**src/rtl/mem_arbiter.sv**
```systemverilog
// mem_arbiter: single-port RAM arbiter sitting between the icache/dcache of
// one core and the RAM controller. One requester is granted at a time; the
// data side normally wins, but after STARVE_LIMIT data completions while an
// instruction fetch was waiting, the icache is forced to win the next round.
//
// Ports:
//   CLK, nRST               clock (rising edge), async active-low reset
//   iREN, iaddr             icache fill request and word address
//   iwait, iload            icache handshake (iwait low = done) and fill data
//   dREN, dWEN, daddr,      dcache read/write request, address, write data
//   dstore
//   dwait, dload            dcache handshake (dwait low = done) and read data
//   ramREN, ramWEN,         RAM request towards the controller
//   ramaddr, ramstore
//   ramload, ramstate       RAM read data and status (FREE/BUSY/ACCESS/ERROR)
//   err                     sticky: ERROR seen while a grant was active
module mem_arbiter #(
    parameter int STARVE_LIMIT = 4,
    parameter int CNT_W        = 3
) (
    input  logic        CLK,
    input  logic        nRST,
    input  logic        iREN,
    input  logic [31:0] iaddr,
    output logic        iwait,
    output logic [31:0] iload,
    input  logic        dREN,
    input  logic        dWEN,
    input  logic [31:0] daddr,
    input  logic [31:0] dstore,
    output logic        dwait,
    output logic [31:0] dload,
    output logic        ramREN,
    output logic        ramWEN,
    output logic [31:0] ramaddr,
    output logic [31:0] ramstore,
    input  logic [31:0] ramload,
    input  logic [1:0]  ramstate,
    output logic        err
);

    typedef enum logic [1:0] {
        IDLE   = 2'd0,
        IGRANT = 2'd1,
        DGRANT = 2'd2
    } state_t;

    localparam logic [1:0]       RAM_ACCESS = 2'd2;
    localparam logic [1:0]       RAM_ERROR  = 2'd3;
    localparam logic [CNT_W-1:0] LIMIT      = CNT_W'(STARVE_LIMIT);

    state_t           state, next_state;
    logic [CNT_W-1:0] starve_cnt, next_cnt;
    logic             d_req;
    logic             access;
    logic             i_starved;

    // Counter saturates at the limit so a long data burst cannot wrap it
    // back below the threshold.
    function automatic logic [CNT_W-1:0] sat_inc(input logic [CNT_W-1:0] v);
        return (v >= LIMIT) ? v : v + CNT_W'(1);
    endfunction

    assign d_req     = dREN | dWEN;
    assign access    = (ramstate == RAM_ACCESS);
    assign i_starved = iREN && (starve_cnt >= LIMIT);

    always_ff @(posedge CLK or negedge nRST) begin
        if (!nRST) begin
            state      <= IDLE;
            starve_cnt <= '0;
            err        <= 1'b0;
        end else begin
            state      <= next_state;
            starve_cnt <= next_cnt;
            if ((state != IDLE) && (ramstate == RAM_ERROR))
                err <= 1'b1;
        end
    end

    always_comb begin
        next_state = state;
        next_cnt   = starve_cnt;
        ramREN     = 1'b0;
        ramWEN     = 1'b0;
        ramaddr    = '0;
        ramstore   = '0;
        iwait      = 1'b1;
        iload      = '0;
        dwait      = 1'b1;
        dload      = '0;

        case (state)
            IDLE: begin
                if (!iREN)
                    next_cnt = '0;
                if (d_req && !i_starved)
                    next_state = DGRANT;
                else if (iREN)
                    next_state = IGRANT;
            end

            DGRANT: begin
                ramaddr  = daddr;
                ramstore = dstore;
                ramWEN   = dWEN;
                ramREN   = dREN && !dWEN;
                if (!d_req) begin
                    // Requester gave up: enables already low, no handshake.
                    next_state = IDLE;
                end else if (access) begin
                    dwait      = 1'b0;
                    dload      = ramload;
                    next_state = IDLE;
                    if (iREN)
                        next_cnt = sat_inc(starve_cnt);
                end
            end

            IGRANT: begin
                ramaddr = iaddr;
                ramREN  = iREN;
                if (!iREN) begin
                    next_state = IDLE;
                end else if (access) begin
                    iwait      = 1'b0;
                    iload      = ramload;
                    next_state = IDLE;
                    next_cnt   = '0;
                end
            end

            default: next_state = IDLE;
        endcase
    end

endmodule

```
**config.mk**
```make
export PLATFORM = sky130hd
export DESIGN_NAME = mem_arbiter
export DESIGN_NICKNAME = d
export VERILOG_FILES = /design/src/rtl/mem_arbiter.sv
export SDC_FILE = /design/constraint.sdc
export NUM_CORES = 1
export LEC_CHECK = 0
export ABC_AREA = 1
export ABC_CLOCK_PERIOD_IN_PS = 2950
export CAP_MARGIN = 15
export CORE_AREA = 4 4 102 104
export CTS_CLUSTER_SIZE = 12
export DETAILED_ROUTE_END_ITERATION = 8
export DIE_AREA = 0 0 106 108
export PLACE_DENSITY = 0.66
export SLEW_MARGIN = 20
export SYNTH_ARGS = -nofsm -noshare
export SYNTH_HDL_FRONTEND = slang
export SYNTH_SLANG_ARGS = --single-unit
```
**constraint.sdc**
```tcl
create_clock -name CLK -period 2.95 [get_ports CLK]
set_clock_uncertainty 0.15 [all_clocks]
set_input_delay 0.7375 -clock CLK [delete_from_list [all_inputs] [get_ports CLK]]
set_output_delay 0.7375 -clock CLK [all_outputs]
set_load 0.02 [all_outputs]
```
# --- Word level (Yosys, flattened, before mapping) ---
# Cells that the tools add are included.
totals:
  output_inout_bits: 133
  ff_bits: 6
  input_bits: 135
  word_cells: 56
op_classes:
  reduce_logical: 10
  n_eq_ne: 12
  addsub: 1
  bitwise_logic: 1
  order_cmp: 1
  mux: 28
ops:
  columns: ["cell", "count"]
  rows:
  - ["32-bit two-way mux", 6]
  - ["32-bit case mux with 2 select lines", 1]
  - ["3-bit two-way mux", 7]
  - ["2-bit inequality test, second input constant", 7]
  - ["2-bit two-way mux", 5]
  - ["3-bit case mux with 3 select lines", 1]
  - ["8-bit AND reduction", 1]
  - ["2-bit equality test, second input constant", 3]
  - ["1-bit two-way mux", 6]
  - ["2-bit case mux with 3 select lines", 1]
  - ["1-bit logical AND", 4]
  - ["3-bit by 1-bit adder with 3-bit output, second input constant", 1]
  - ["3-bit >= comparator, second input constant", 1]
  - ["3-bit inequality test, second input constant", 1]
  - ["3-bit nonzero test", 1]
  - ["2-bit by 1-bit equality test with 1-bit output, second input constant", 1]
  - ["1-bit logical NOT", 2]
  - ["2-bit logical NOT", 1]
  - ["1-bit case mux with 2 select lines", 1]
  - ["2-bit nonzero test", 1]
  - ["1-bit bitwise OR", 1]

# --- Longest topological paths before layout ---
# Gate-level depths: netlist (run 1).
logic_depth:
  depth_word: 6
  ltp_mapped: 11
  ltp_nobuf: 10

# --- Least setup slack after synthesis (run 1) ---
# OpenSTA, ideal clock, no wires.
synth_path:
  kind: "input port to output port"
  start: "input port ramstate[1]"
  end: "output port dload[23]"
  path_slack_ns: 0.549
  stages: 5
  path_buffers: 1
  t_required_ns: 2.062
  arrival_ns: 1.514
  cell_sequence: "inv_1 -> nor2_4 -> nand3_4 -> buf_6 -> nor2_1"
synth_between:
  elab_chain_len: 4
synth_lines:
  columns: ["item", "line", "source"]
  rows:
  - ["start, declared", "38", "input logic [1:0] ramstate,"]
  - ["2-bit equality test", "65", "assign access = (ramstate == RAM_ACCESS);"]
  - ["32-bit two-way mux", "111", "end else if (access) begin"]
  - ["32-bit two-way mux", "108", "if (!d_req) begin"]
  - ["32-bit two-way mux", "93", "case (state)"]
  - ["end, declared", "32", "output logic [31:0] dload,"]
# No other way between the ends.

# --- Worst setup path in the final report (run 1) ---
layout_path:
  start: "input port ramstate[1]"
  end: "output port dload[29]"
# Same word-level chain as after synthesis.

==> impl_metrics.csv, run 1 <==
group,metric,value,unit
place,dp_hpwl,8580,um
timing,worst_pin_slew,309,ps
setup_path,reg2reg_from,"state[0]$_DFFE_PN0P_",
place,portBuffers,267,
setup_path,critPathKind,"in2out",
global_routing,gr-total-overflow,0,
floorplanning,io_pins,268,
clock_tree,cts_hold_buf,0,
route,routed_wl,10300,um
yosys,syn_inst,365,
power,power_density,559,nW/um^2
place,dp_cells,760,
yosys,synthTopCellsByCount,"131 x nand2_1, 79 x inv_1, 68 x nor2_1, 33 x a21oi_1, 9 x buf_2",
timing,setup_viol,0,
clock_tree,clk_pin_slew,40,ps
route,drt_iter0_drc,119,
setup_path,cp.arrival,1990,ps
timing,period_share,0.976,
timing,setup_tns,0,ps
global_routing,grt_use_total,0.161,
yosys,synth_top_area_frac,0.284,
route,drcViolationCount,0,
yosys,ys_async_sr_fraction,1.00,
worst_hold_path,min_from,"err$_DFFE_PN0P_",
place,gp_congestion,0.816,
yosys,synth_most_common_cell,"nand2_1",
yosys,syn-num-nets,506,
worst_hold_path,hp-class,"reg2reg",
clock_tree,h-tree-depth,1,
global_routing,grt_pass1_wl,15000,um
layout,stdcell_count,765,
power,ir_drop,0.284,mV
route,num_vias,3077,
setup_path,worst-r2r-setup-slack,990,ps
floorplanning,die-area,11400,sq um
route,wl_per_cell,13.4,um
power,p_leak,2.76,nW
yosys,ys_types,19,
layout,area_growth_syn_to_layout,156,%
yosys,synth_area_leader_cell,"nand2_1",
worst_hold_path,whs_path_depth,1,
route,ant_nets,0,
yosys,synth_ff_type,"dfrtp_1",
global_routing,grt_start_max_net_pins,36,
timing,relSlewSlack,0.793,
timing,fmax,0.347,GHz
setup_path,r2r_end,"starve_cnt[2]$_DFFE_PN0P_",
route,firstDrtPassIters,4,
yosys,synth_edf_count,0,
setup_path,critPathMaxFanout,33,
yosys,synth.avg_cell_area,4.75,sq um
timing,hold_ws,313,ps
floorplanning,start_util,0.182,
setup_path,reg2regPathDepth,12,
clock_tree,cts_sinks,6,
floorplanning,die_h,108,um
worst_hold_path,holdPathEnd,"err$_DFFE_PN0P_",
global_routing,grt_pass1_vias,3103,
yosys,netlist_area,1730,sq um
floorplanning,row_count,36,
floorplanning,die_w,106,um
layout,drive_gt1_frac,0.185,
clock_tree,clockBufferDepth,2,
timing,final_max_slew_viol_count,0,
timing,fin_crit,2880,ps
yosys,ys_seq_area_frac,0.0866,
clock_tree,insertion_delay,220,ps
clock_tree,tritoncts,"built",
setup_path,start_kind,"primary input",
floorplanning,core-area,9550,sq um
layout,antenna_cells,0,
layout,nets,775,
setup_path,cp-end-kind,"output pin",
route,vias_per_cell,4.02,
run,max_cap_viol_count,0,
setup_path,cp.required,2060,ps
yosys,synth_area_leaders,"nand2_1 28%, inv_1 17%, nor2_1 15%, a21oi_1 9.5%, dfrtp_1 8.7%",
timing,hold_violations,0,
global_routing,antenna_found_initial,0,
yosys,ys_ff_latch,6,
run_status,status,"completed",
yosys,yosys_warnings,0,
clock_tree,numCtsBuffers,3,
clock_tree,root_buffer,"clkbuf_8",
## power by group
part	total (mW)	leakage (nW)	internal (mW)	switching (mW)
clock network	0.124	0.0216	0.0877	0.0363
registers	0.131	0.0749	0.105	0.0258
logic	2.22	2.67	0.922	1.30
total	2.48	2.76	1.11	1.36
## cells by family after synthesis
group,share of synthesized area
adder cells (fa/ha/maj),0.0433
XOR/XNOR,0.00505
AND/OR/NAND/NOR,0.507
buffers and inverters,0.258
AO/OA/AOI/OAI,0.100
flip-flops,0.0866
## layout by cell type, fill, tap and decap left out
cell type / netlist / final
ha_1: 6 / 5
a21oi_1: 33 / 33
nand2_1: 131 / 131
nand2_2: 1 / 1
dlygate4sd2_1: 0 / 52
inv_2: 1 / 1
nand3_1: 5 / 5
a31o_2: 1 / 1
nor2_2: 8 / 21
dlymetal6s2s_1: 0 / 12
clkbuf_8: 0 / 3
ha_4: 0 / 1
clkbuf_2: 0 / 2
inv_1: 79 / 79
nand3_4: 2 / 2
nor3_1: 1 / 1
buf_2: 9 / 41
buf_4: 3 / 36
nor2_4: 1 / 1
nor2_1: 68 / 55
xnor2_1: 1 / 1
dfrtp_1: 6 / 6
buf_12: 0 / 6
clkdlybuf4s50_1: 0 / 135
bufbuf_16: 0 / 1
## worst max-delay path, cell delays in order
cell and delay, ps:
clkdlybuf4s50_1 480, inv_1 70, nor2_4 150, nand3_4 90
buf_12 180, nor2_1 100, buf_2 170
## final cells by class
cell class / instances / area (sq um)
Fill cell: 1025 / 5110
Timing Repair Buffer: 285 / 2590
Multi-Input combinational cell: 258 / 1180
Inverter: 80 / 300
Tap cell: 133 / 166
Sequential cell: 6 / 150
Clock buffer: 3 / 41.3
## state kept, by name (all words and copies together) (netlist names)
| signal | flops |
|---|---|
| err | 1 |
| starve_cnt | 3 |
| state | 2 |
## worst max-delay path by stage
stage / start / endpoint / slack (ps) / depth (start not counted)
final: ramstate[1] / dload[29] / 70 / 7
after global routing: ramstate[1] / dload[26] / -0.8 / 7
after CTS: state[0]$_DFFE_PN0P_ / ramstore[12] / 0.5 / 7
after detailed placement: ramstate[1] / dload[12] / -420 / 7
after global placement: ramstate[1] / dload[12] / -390 / 7
after floorplan: ramstate[1] / dload[23] / 550 / 5
## routing by layer
layer	wire, um	GRT usage	up-vias	part of all wire
li1	-	-	1573	-
met1	3520	0.158	1314	0.34
met2	5410	0.324	179	0.53
met3	1230	0.0633	11	0.12
met4	131	0.0250	0	0.013
met5	0	0	-	0
## repair_timing
| action | 4_1_cts | 5_1_grt |
|---|---|---|
| cloned | 1 | 0 |
| resized for setup | 313 | 50 |
| setup buffers | 0 | 1 |
| hold endpoints to repair | 0 | 0 |
| endpoints found under the setup margin | 119 | 44 |
## stage by stage
| stage | area, sq um | setup slack [ps] | power (mW) | utilization |
|---|---|---|---|---|
| after CTS | 4320 | 0.487 | 2.53 | 0.452 |
| after floorplan | 1730 | 549 | 1.35 | - |
| after detailed placement | 4620 | -417 | 2.51 | 0.484 |
| after global routing | 4440 | -0.767 | 2.71 | 0.464 |
| after global placement | 4620 | -393 | 2.49 | 0.484 |
| final | 4440 | 72.2 | 2.48 | 0.464 |
Note: power is estimated with default switching activity, not from simulation.
==> inputs of run 2 (changes only) <==
- TNS_END_PERCENT: default -> 10
==> impl_metrics.csv, run 2 (synthesized netlist as in run 1, its figures left out) <==
group,metric,value,unit
run_status,status,"completed",
global_routing,grt_start_max_net_pins,47,
layout,final_cell_mix,"141 x clkdlybuf4s50_1, 131 x nand2_1, 78 x inv_1, 62 x nor2_1, 53 x dlygate4sd2_1",
setup_path,critical-path-max-stage-delay,590,ps
setup_path,critPathMaxFanout,2,
layout,fin_util,0.456,
clock_tree,root_buffer,"clkbuf_8",
timing,hold_violations,0,
setup_path,path_buf_inv,4,
global_routing,gr-total-overflow,0,
route,num_vias,3058,
floorplanning,die-area,11400,sq um
route,drcViolationCount,0,
layout,antenna_cells,0,
clock_tree,numCtsBuffers,3,
layout,layout_commonest_cell,"clkdlybuf4s50_1",
layout,largest_reg_flops,3,
clock_tree,h-tree-depth,1,
worst_hold_path,holdPathEnd,"err$_DFFE_PN0P_",
floorplanning,row_count,36,
timing,fmax,0.346,GHz
worst_hold_path,whs_path_depth,1,
setup_path,start_kind,"primary input",
route,ant_nets,0,
setup_path,path_delay_family,"buffers and inverters",
setup_path,worstPathCellList,"clkdlybuf4s50_1 > buf_4 > nand2_1 > inv_1 > clkdlybuf4s50_1",
setup_path,r2r_end,"starve_cnt[2]$_DFFE_PN0P_",
layout,largestRegisters,"starve_cnt (3), state (2), err (1)",
route,routed_wl,10000,um
place,dp_hpwl,8580,um
layout,stdcell_count,764,
floorplanning,io_pins,268,
power,power_density,552,nW/um^2
layout,nets,774,
floorplanning,die_h,108,um
clock_tree,cts_sinks,6,
timing,fin_crit,2890,ps
route,vias_per_cell,4.00,
layout,drive_gt1_frac,0.174,
clock_tree,insertion_delay,220,ps
setup_path,cp.arrival,2000,ps
worst_hold_path,hp-class,"reg2reg",
global_routing,antenna_found_initial,0,
timing,setup_viol,0,
route,firstDrtPassIters,4,
power,seq_power_share,0.054,
global_routing,grt_use_total,0.157,
timing,period_share,0.980,
power,pwr-share-comb,0.894,
timing,worst_pin_slew,309,ps
setup_path,slowest_stage,"clkdlybuf4s50_1",
setup_path,reg2reg_from,"state[0]$_DFFE_PN0P_",
power,switchingPower,1.35,mW
run,max_cap_viol_count,0,
timing,final_max_slew_viol_count,0,
power,ir_drop,0.299,mV
setup_path,cp.required,2060,ps
floorplanning,core-area,9550,sq um
setup_path,worst-r2r-setup-slack,960,ps
layout,regMostFlops,"starve_cnt",
global_routing,grt_pass1_vias,3075,
timing,setup_tns,0,ps
floorplanning,start_util,0.182,
power,p_leak,2.63,nW
place,dp_cells,760,
setup_path,cp_common_cell,"clkdlybuf4s50_1",
setup_path,reg2regPathDepth,12,
worst_hold_path,min_from,"err$_DFFE_PN0P_",
timing,relSlewSlack,0.793,
clock_tree,tritoncts,"built",
route,wl_per_cell,13.1,um
clock_tree,cts_hold_buf,0,
place,portBuffers,267,
setup_path,critPathKind,"in2out",
timing,grt_setup_unrepaired,"false",
clock_tree,clk_pin_slew,40,ps
setup_path,cp-end-kind,"output pin",
place,gp_congestion,0.816,
power,p_int,1.06,mW
layout,area_growth_syn_to_layout,151,%
power,power.share.clock,0.051,
power,netSwitchingFraction,0.560,
layout,fillers,1033,
floorplanning,die_w,106,um
clock_tree,clockBufferDepth,2,
global_routing,grt_pass1_wl,14700,um
route,drt_iter0_drc,102,
==> run 2: cell types whose count changed in the layout (fill, tap and decap cells not counted), moves of 4 or more <==
cell	previous run	this run
buf_4	36	32
nor2_1	55	62
clkdlybuf4s50_1	135	141
nor2_2	21	14
buf_2	41	45
dlymetal6s2s_1	12	5
==> run 2: metal layers <==
metal  vias to the layer above  share of wire  GRT usage
met5                         -              0          0
met4                         0          0.012     0.0250
met2                       174           0.53      0.313
li1                       1573              -          -
met3                        11           0.12     0.0627
met1                      1300           0.34      0.155
==> run 2: power by group through the flow <==
| stage | combinational [mW] | sequential, mW | clock (mW) |
|---|---|---|---|
| 2_1_floorplan | 1.23 | 0.123 | 0 |
| 3_3_place_gp | 2.36 | 0.127 | 0 |
| 3_5_place_dp | 2.38 | 0.128 | 0 |
| 4_1_cts | 2.18 | 0.127 | 0.129 |
| 5_1_grt | 2.35 | 0.134 | 0.137 |
| 6_report | 2.15 | 0.130 | 0.124 |
==> run 2: how the worst max path moves through the flow <==
stage	startpoint	end	slack (ps)	cells past startpoint
floorplan	ramstate[1]	dload[23]	550	5
global placement	ramstate[1]	dload[12]	-390	7
detailed placement	ramstate[1]	dload[12]	-420	7
CTS	ramstate[1]	dload[12]	-80	7
global route	dWEN	ramWEN	10	5
finish	dWEN	ramWEN	60	5
==> run 2: what timing repair did <==
item,in CTS,in global routing
resized for setup,310,37
pin swaps,0,1
buffers inserted,0,1
endpoints found under the setup margin,119,42
==> run 2: layout make-up <==
cell class / count / area [sq um] / area share
Clock buffer: 3 / 41.3 / 0.00948
Inverter: 80 / 300 / 0.0689
Multi-Input combinational cell: 258 / 1160 / 0.267
Sequential cell: 6 / 150 / 0.0345
Tap cell: 133 / 166 / 0.0382
Timing Repair Buffer: 284 / 2530 / 0.582
==> run 2: per-stage QoR <==
stage               instance area (sq um)  setup WS, ps  hold WS, ps  power (mW)
floorplan                            1730           549          292        1.35
global placement                     4620          -393          303        2.49
detailed placement                   4620          -417          310        2.51
CTS                                  4290         -76.1          318        2.43
global route                         4360          13.8          338        2.63
finish                               4360          58.7          313        2.40
